<file path="config.mk">
export PLATFORM = sky130hd
export DESIGN_NAME = clock_run_ctrl
export DESIGN_NICKNAME = d
export VERILOG_FILES = /design/src/rtl/clock_run_ctrl.sv
export SDC_FILE = /design/constraint.sdc
export NUM_CORES = 1
export LEC_CHECK = 0
export ABC_AREA = 1
export BUFFER_PORTS_ARGS = -buffer_cell sky130_fd_sc_hd__buf_2
export CORE_ASPECT_RATIO = 0.8
export CORE_MARGIN = 5
export CORE_UTILIZATION = 23
export CTS_BUF_LIST = sky130_fd_sc_hd__clkbuf_4
export CTS_CLUSTER_DIAMETER = 60
export DETAILED_ROUTE_END_ITERATION = 12
export GPL_ROUTABILITY_DRIVEN = 1
export PLACE_DENSITY = 0.39
export SYNTH_ARGS = -nofsm -noshare
export SYNTH_HDL_FRONTEND = slang
export SYNTH_SLANG_ARGS = --single-unit
</file>
<file path="constraint.sdc">
create_clock -name clk -period 2.19 [get_ports clk]
set_input_delay 0.657 -clock clk [delete_from_list [all_inputs] [get_ports clk]]
set_output_delay 0.657 -clock clk [all_outputs]
set_load 0.05 [all_outputs]
</file>
<file path="src/rtl/clock_run_ctrl.sv">
// Run-control sequencer: decides per cycle whether the controlled clock domain advances.
// Optional pause watchdog enabled by defining CLKRUN_WATCHDOG_EN.
module clock_run_ctrl #(
    parameter int CNT_W       = 32,
    parameter int WDOG_CYCLES = 1024
) (
    input  logic             clk,
    input  logic             rst_n,
    input  logic             start,
    input  logic             pause,
    input  logic             resume,
    input  logic             step,
    input  logic             abort,
    input  logic [CNT_W-1:0] limit,
    output logic             run_en,
    output logic             stop,
    output logic             busy,
    output logic             done,
    output logic [CNT_W-1:0] cycles,
    output logic             wdog_to
);

    typedef enum logic [2:0] {
        ST_IDLE  = 3'd0,
        ST_RUN   = 3'd1,
        ST_PAUSE = 3'd2,
        ST_STEP  = 3'd3,
        ST_DONE  = 3'd4
    } state_t;

    localparam logic [CNT_W-1:0] ONE_C = {{(CNT_W-1){1'b0}}, 1'b1};
    localparam logic [CNT_W-1:0] MAX_C = {CNT_W{1'b1}};

    state_t           state_r, state_s;
    logic [CNT_W-1:0] lim_r, lim_s;
    logic [CNT_W-1:0] cycles_r, cycles_s;
    logic             run_en_r, run_en_s;
    logic             busy_r, busy_s;
    logic             done_r, done_s;
    logic             wdog_to_r, wdog_to_s;
    logic             start_acc_s;
    logic             lim_hit_s;

    function automatic logic [CNT_W-1:0] sat_inc(input logic [CNT_W-1:0] v);
        if (v == MAX_C) begin
            return v;
        end else begin
            return v + ONE_C;
        end
    endfunction

    // The cycle now running is the last one allowed by the captured limit.
    assign lim_hit_s = (lim_r != {CNT_W{1'b0}}) && (cycles_r == (lim_r - ONE_C));

`ifdef CLKRUN_WATCHDOG_EN
    localparam int WDOG_W = (WDOG_CYCLES > 1) ? $clog2(WDOG_CYCLES) : 1;
    localparam logic [WDOG_W-1:0] WDOG_LAST_C = WDOG_W'(WDOG_CYCLES - 1);

    logic [WDOG_W-1:0] wdog_cnt_r, wdog_cnt_s;
    logic              wdog_exp_s;

    assign wdog_exp_s = (wdog_cnt_r == WDOG_LAST_C);

    // Watchdog counter: counts consecutive PAUSE cycles, cleared whenever PAUSE is left or entered.
    always_comb begin
        wdog_cnt_s = {WDOG_W{1'b0}};
        if ((state_r == ST_PAUSE) && (state_s == ST_PAUSE)) begin
            wdog_cnt_s = wdog_cnt_r + {{(WDOG_W-1){1'b0}}, 1'b1};
        end else begin
            wdog_cnt_s = {WDOG_W{1'b0}};
        end
    end

    // Watchdog counter register.
    always_ff @(posedge clk or negedge rst_n) begin
        if (!rst_n) begin
            wdog_cnt_r <= {WDOG_W{1'b0}};
        end else begin
            wdog_cnt_r <= wdog_cnt_s;
        end
    end
`else
    logic wdog_exp_s;
    assign wdog_exp_s = 1'b0;
`endif

    // State and output registers; outputs are flopped copies of next-cycle values.
    always_ff @(posedge clk or negedge rst_n) begin
        if (!rst_n) begin
            state_r   <= ST_IDLE;
            lim_r     <= {CNT_W{1'b0}};
            cycles_r  <= {CNT_W{1'b0}};
            run_en_r  <= 1'b0;
            busy_r    <= 1'b0;
            done_r    <= 1'b0;
            wdog_to_r <= 1'b0;
        end else begin
            state_r   <= state_s;
            lim_r     <= lim_s;
            cycles_r  <= cycles_s;
            run_en_r  <= run_en_s;
            busy_r    <= busy_s;
            done_r    <= done_s;
            wdog_to_r <= wdog_to_s;
        end
    end

    // Next-state logic; priority abort > limit reached > pause, resume > step.
    always_comb begin
        state_s     = state_r;
        start_acc_s = 1'b0;
        done_s      = 1'b0;
        wdog_to_s   = 1'b0;
        case (state_r)
            ST_IDLE, ST_DONE: begin
                if (start) begin
                    state_s     = ST_RUN;
                    start_acc_s = 1'b1;
                end else begin
                    state_s = state_r;
                end
            end
            ST_RUN: begin
                if (abort) begin
                    state_s = ST_IDLE;
                end else if (lim_hit_s) begin
                    state_s = ST_DONE;
                    done_s  = 1'b1;
                end else if (pause) begin
                    state_s = ST_PAUSE;
                end else begin
                    state_s = ST_RUN;
                end
            end
            ST_PAUSE: begin
                if (abort) begin
                    state_s = ST_IDLE;
                end else if (resume) begin
                    state_s = ST_RUN;
                end else if (step) begin
                    state_s = ST_STEP;
                end else if (wdog_exp_s) begin
                    state_s   = ST_IDLE;
                    wdog_to_s = 1'b1;
                end else begin
                    state_s = ST_PAUSE;
                end
            end
            ST_STEP: begin
                if (abort) begin
                    state_s = ST_IDLE;
                end else if (lim_hit_s) begin
                    state_s = ST_DONE;
                    done_s  = 1'b1;
                end else begin
                    state_s = ST_PAUSE;
                end
            end
            default: begin
                state_s = ST_IDLE;
            end
        endcase
    end

    // Next values of the registered outputs and the captured limit.
    always_comb begin
        run_en_s = (state_s == ST_RUN) || (state_s == ST_STEP);
        busy_s   = (state_s == ST_RUN) || (state_s == ST_STEP) || (state_s == ST_PAUSE);
        lim_s    = lim_r;
        cycles_s = cycles_r;
        if (start_acc_s) begin
            lim_s    = limit;
            cycles_s = {CNT_W{1'b0}};
        end else if (run_en_r) begin
            lim_s    = lim_r;
            cycles_s = sat_inc(cycles_r);
        end else begin
            lim_s    = lim_r;
            cycles_s = cycles_r;
        end
    end

    assign run_en  = run_en_r;
    assign stop    = ~run_en_r;
    assign busy    = busy_r;
    assign done    = done_r;
    assign cycles  = cycles_r;
    assign wdog_to = wdog_to_r;

endmodule

</file>
==> flow_metrics.env <==
export IMPL_diodes=0
export IMPL_p_seq_share_pct=32.2
export IMPL_setup_violations=5
export IMPL_cts_made_buffers=9
export IMPL_htree_levels=3
export IMPL_synth_area_sq_mm=0.00499
export IMPL_synth_xor_area_share_pct=8.03
export IMPL_die_area_sq_mm=0.0247
export IMPL_worst_pin_slew_ps=563
export IMPL_path_class="register to register"
export IMPL_die_h_um=142
export IMPL_share_clk_of_total_power_pct=12.9
export IMPL_synth_common_cells="nand2_1, nor2_1, inv_1, dfrtp_1"
export IMPL_max_slew_margin_pct=62.2
export IMPL_antenna_found_initial=0
export IMPL_yosysTopAreaCell="dfrtp_1"
export IMPL_pwr_share_comb_pct=54.9
export IMPL_vias=5481
export IMPL_synth_fa_ha_area_share_pct=0.502
export IMPL_clk_latency_ps=470
export IMPL_status="finished, violations left"
export IMPL_holdBufCountCts=0
export IMPL_synth_top_family_by_area="simple AND/OR/NAND/NOR gates"
export IMPL_via_per_inst=4.45
export IMPL_synth_compound_area_share_pct=8.38
export IMPL_ir_worst_vdd_v=0.000475
export IMPL_clock_skew_ps=15.4
export IMPL_grt_max_degree=71
export IMPL_num_rows=48
export IMPL_worst_setup_path_end_kind="register"
export IMPL_stdcell_count=1231
export IMPL_drt_iter0_markers=292
export IMPL_fmax_ghz=0.453
export IMPL_nFillCells=2375
export IMPL_cts_tree="done"
export IMPL_netlist_instances=752
export IMPL_leakagePower_uw=0.00347
export IMPL_async_flop_share_pct=100
export IMPL_path_clk_slew_ps=120
export IMPL_stdcell_area_sq_mm=0.00731
export IMPL_grt_setup_unrepaired="true"
export IMPL_violations="setup timing"
export IMPL_ys_seq_area_share_pct=35.1
export IMPL_synthFlopType="dfrtp_1"
export IMPL_grt_pass1_wl_mm=30.2
export IMPL_cts_root_buf="clkbuf_4"
export IMPL_start_util_pct=23.3
export IMPL_yosys_warnings=0
export IMPL_yosys_cell_count_top_type="nand2_1"
export IMPL_grt_ovfl_total=0
export IMPL_synth_net_count=793
export IMPL_die_w_um=175
export IMPL_post_drt_wl_per_cell_um=15.8
export IMPL_synth_seq_cells=70
export IMPL_dp_hpwl_mm=15.5
export IMPL_period_minus_slack_ps=2210
export IMPL_synthSimpleGateAreaFrac_pct=40.2
export IMPL_grt_use_total_pct=15.8
export IMPL_synthMuxAreaShare_pct=0
export IMPL_p_sw_share_pct=45.6
export IMPL_nNetsFinal=992
export IMPL_cts_sinks=70
export IMPL_drive_gt1_share_pct=37.7
export IMPL_hold_viol_final=0
export IMPL_cp_arrival_ps=2570
export IMPL_min_path_type="primary input to asynchronous set/reset pin"
export IMPL_critPathLaunchType="register"
export IMPL_postRouteAntennaNets=0
export IMPL_core_area_sq_mm=0.0214
export IMPL_grt_pass1_vias=5414
export IMPL_cp_required_ps=2560
export IMPL_synth_top_cell_area_share_pct=35.1
export IMPL_drc=0
export IMPL_power_switching_uw=2540
export IMPL_synth_edff_count=0
export IMPL_clk_path_buf_depth=2
export IMPL_finalCritPeriodShare_pct=101
export IMPL_crit_fanout=5
export IMPL_drv_cap=0
export IMPL_area_growth_syn_to_layout_pct=46.6
export IMPL_power_density_mw_per_mm2=764
export IMPL_syn_avg_cell_area_sq_um=6.63
export IMPL_firstDrtPassIters=5
export IMPL_maxSlewViolCount=0
export IMPL_gp_congestion=0.859
export IMPL_ios=76
export IMPL_timing_hold_ws_ps=195
export IMPL_post_dp_cell_area_sq_mm=0.00652
export IMPL_port_buffers=74
export IMPL_synth_cell_type_count=36
export IMPL_synthTopCellsByArea="dfrtp_1, nand2_1, nor2_1"
export IMPL_wl_mm=19.4
export IMPL_setup_slack_ps=-17.8
export IMPL_p_int_uw=3040
export IMPL_dp_cells=1199
power by group through the flow:
stage          Sequential [uW]  Combinational [uW]  Clock (uW)
4_1_cts                   1770                2750         765
3_5_place_dp              1790                2560           0
6_report                  1800                3060         722
3_3_place_gp              1810                2580           0
5_1_grt                   1840                3380         799
2_1_floorplan             1840                1350           0
critical path, stage by stage, from the launching register on:
cell,delay (ps)
dfrtp_2,430
ha_4,160
nand3_4,100
inv_4,80
nand2_4,50
nor2_4,100
nand3b_1,170
o41ai_4,340
buf_4,190
buf_8,140
nor2_2,40
inv_2,60
nor2_2,30
o21ai_1,150
nor2_1,70
path summary, 6_finish.rpt:
path / from / endpoint / slack [ps] / depth (start not counted)
hold / removal: rst_n / lim_r[24]$_DFFE_PN0P_ / 200 / 2
setup / recovery: cycles[1]$_DFFE_PN0P_ / cycles[7]$_DFFE_PN0P_ / -20 / 14
max in group asynchronous: rst_n / cycles[4]$_DFFE_PN0P_ / 1640 / 2
hold reg to reg: lim_r[16]$_DFFE_PN0P_ / lim_r[16]$_DFFE_PN0P_ / 560 / 2
min in group clk: limit[17] / lim_r[17]$_DFFE_PN0P_ / 380 / 3
setup reg to reg: cycles[1]$_DFFE_PN0P_ / cycles[7]$_DFFE_PN0P_ / -20 / 14
area by class of cell:
cell class	instances	area [sq um]	share of cell area [%]
Timing Repair Buffer	206	1430	19.5
Tap cell	275	344	4.71
Clock inverter	7	31.3	0.428
Clock buffer	9	67.6	0.924
Inverter	77	294	4.02
Multi-Input combinational cell	587	3370	46.2
Sequential cell	70	1770	24.2
timing repair:
item | 4_1_cts | 5_1_grt
buffers inserted | 5 | 11
resized for setup | 33 | 132
setup endpoints to repair | 12 | 34
pin swaps | 10 | 22
cell families (layout without fill, tap and decap cells):
| logic type | Yosys count | in the layout |
|---|---|---|
| compound gates | 73 | 73 |
| xor+xnor | 41 | 41 |
| fa+ha+maj | 2 | 2 |
| buf+inv | 95 | 299 |
| flops | 70 | 70 |
| other cells | 1 | 1 |
| simple gates | 470 | 470 |
cell usage in the layout (no fill, tap or decap), types with 7 or more instances in the layout:
cell type  Yosys  routed
nor2_2         1      21
buf_6          2      12
nand2_2        3      24
o31ai_2        0       8
nand2_1      239     212
nand3_2        1       9
o21ai_2        0       8
o21ai_0       43      30
nand4_1       25      25
inv_1         72      68
xor2_1        31      29
buf_4          1     119
nor2_4         3      15
o21ai_1        7      12
dfrtp_2        0      15
a21oi_1       11       9
buf_2          5      73
dfrtp_1       70      55
nand3_1       43      29
inv_2          5       7
clkbuf_4       0       9
nor2_1       112      80
nor3_1        24      20
metrics by stage:
step	setup TNS (ps)	utilization (%)	power (uW)	setup slack, ps
final	-45.1	34.1	5590	-17.8
after CTS	-21.8	31.6	5290	-12.6
after global placement	-693	30.4	4390	-201
after detailed placement	-690	30.4	4360	-174
after floorplan	-632	-	3190	-76.0
after global routing	-1750	34.1	6020	-156
per-layer routing:
metal	up-vias	global-route usage, %	wire [um]
met2	108	23.7	8220
li1	2814	-	-
met3	15	3.22	853
met1	2544	23.3	10200
met4	0	3.35	195
met5	-	0	0
sequential cells by signal, summed over array words and instances (netlist names):
signal   count
cycles      32
lim_r       32
state_r      3
busy         1
done         1
run_en       1
No activity file was read; power rests on OpenSTA's default activity.
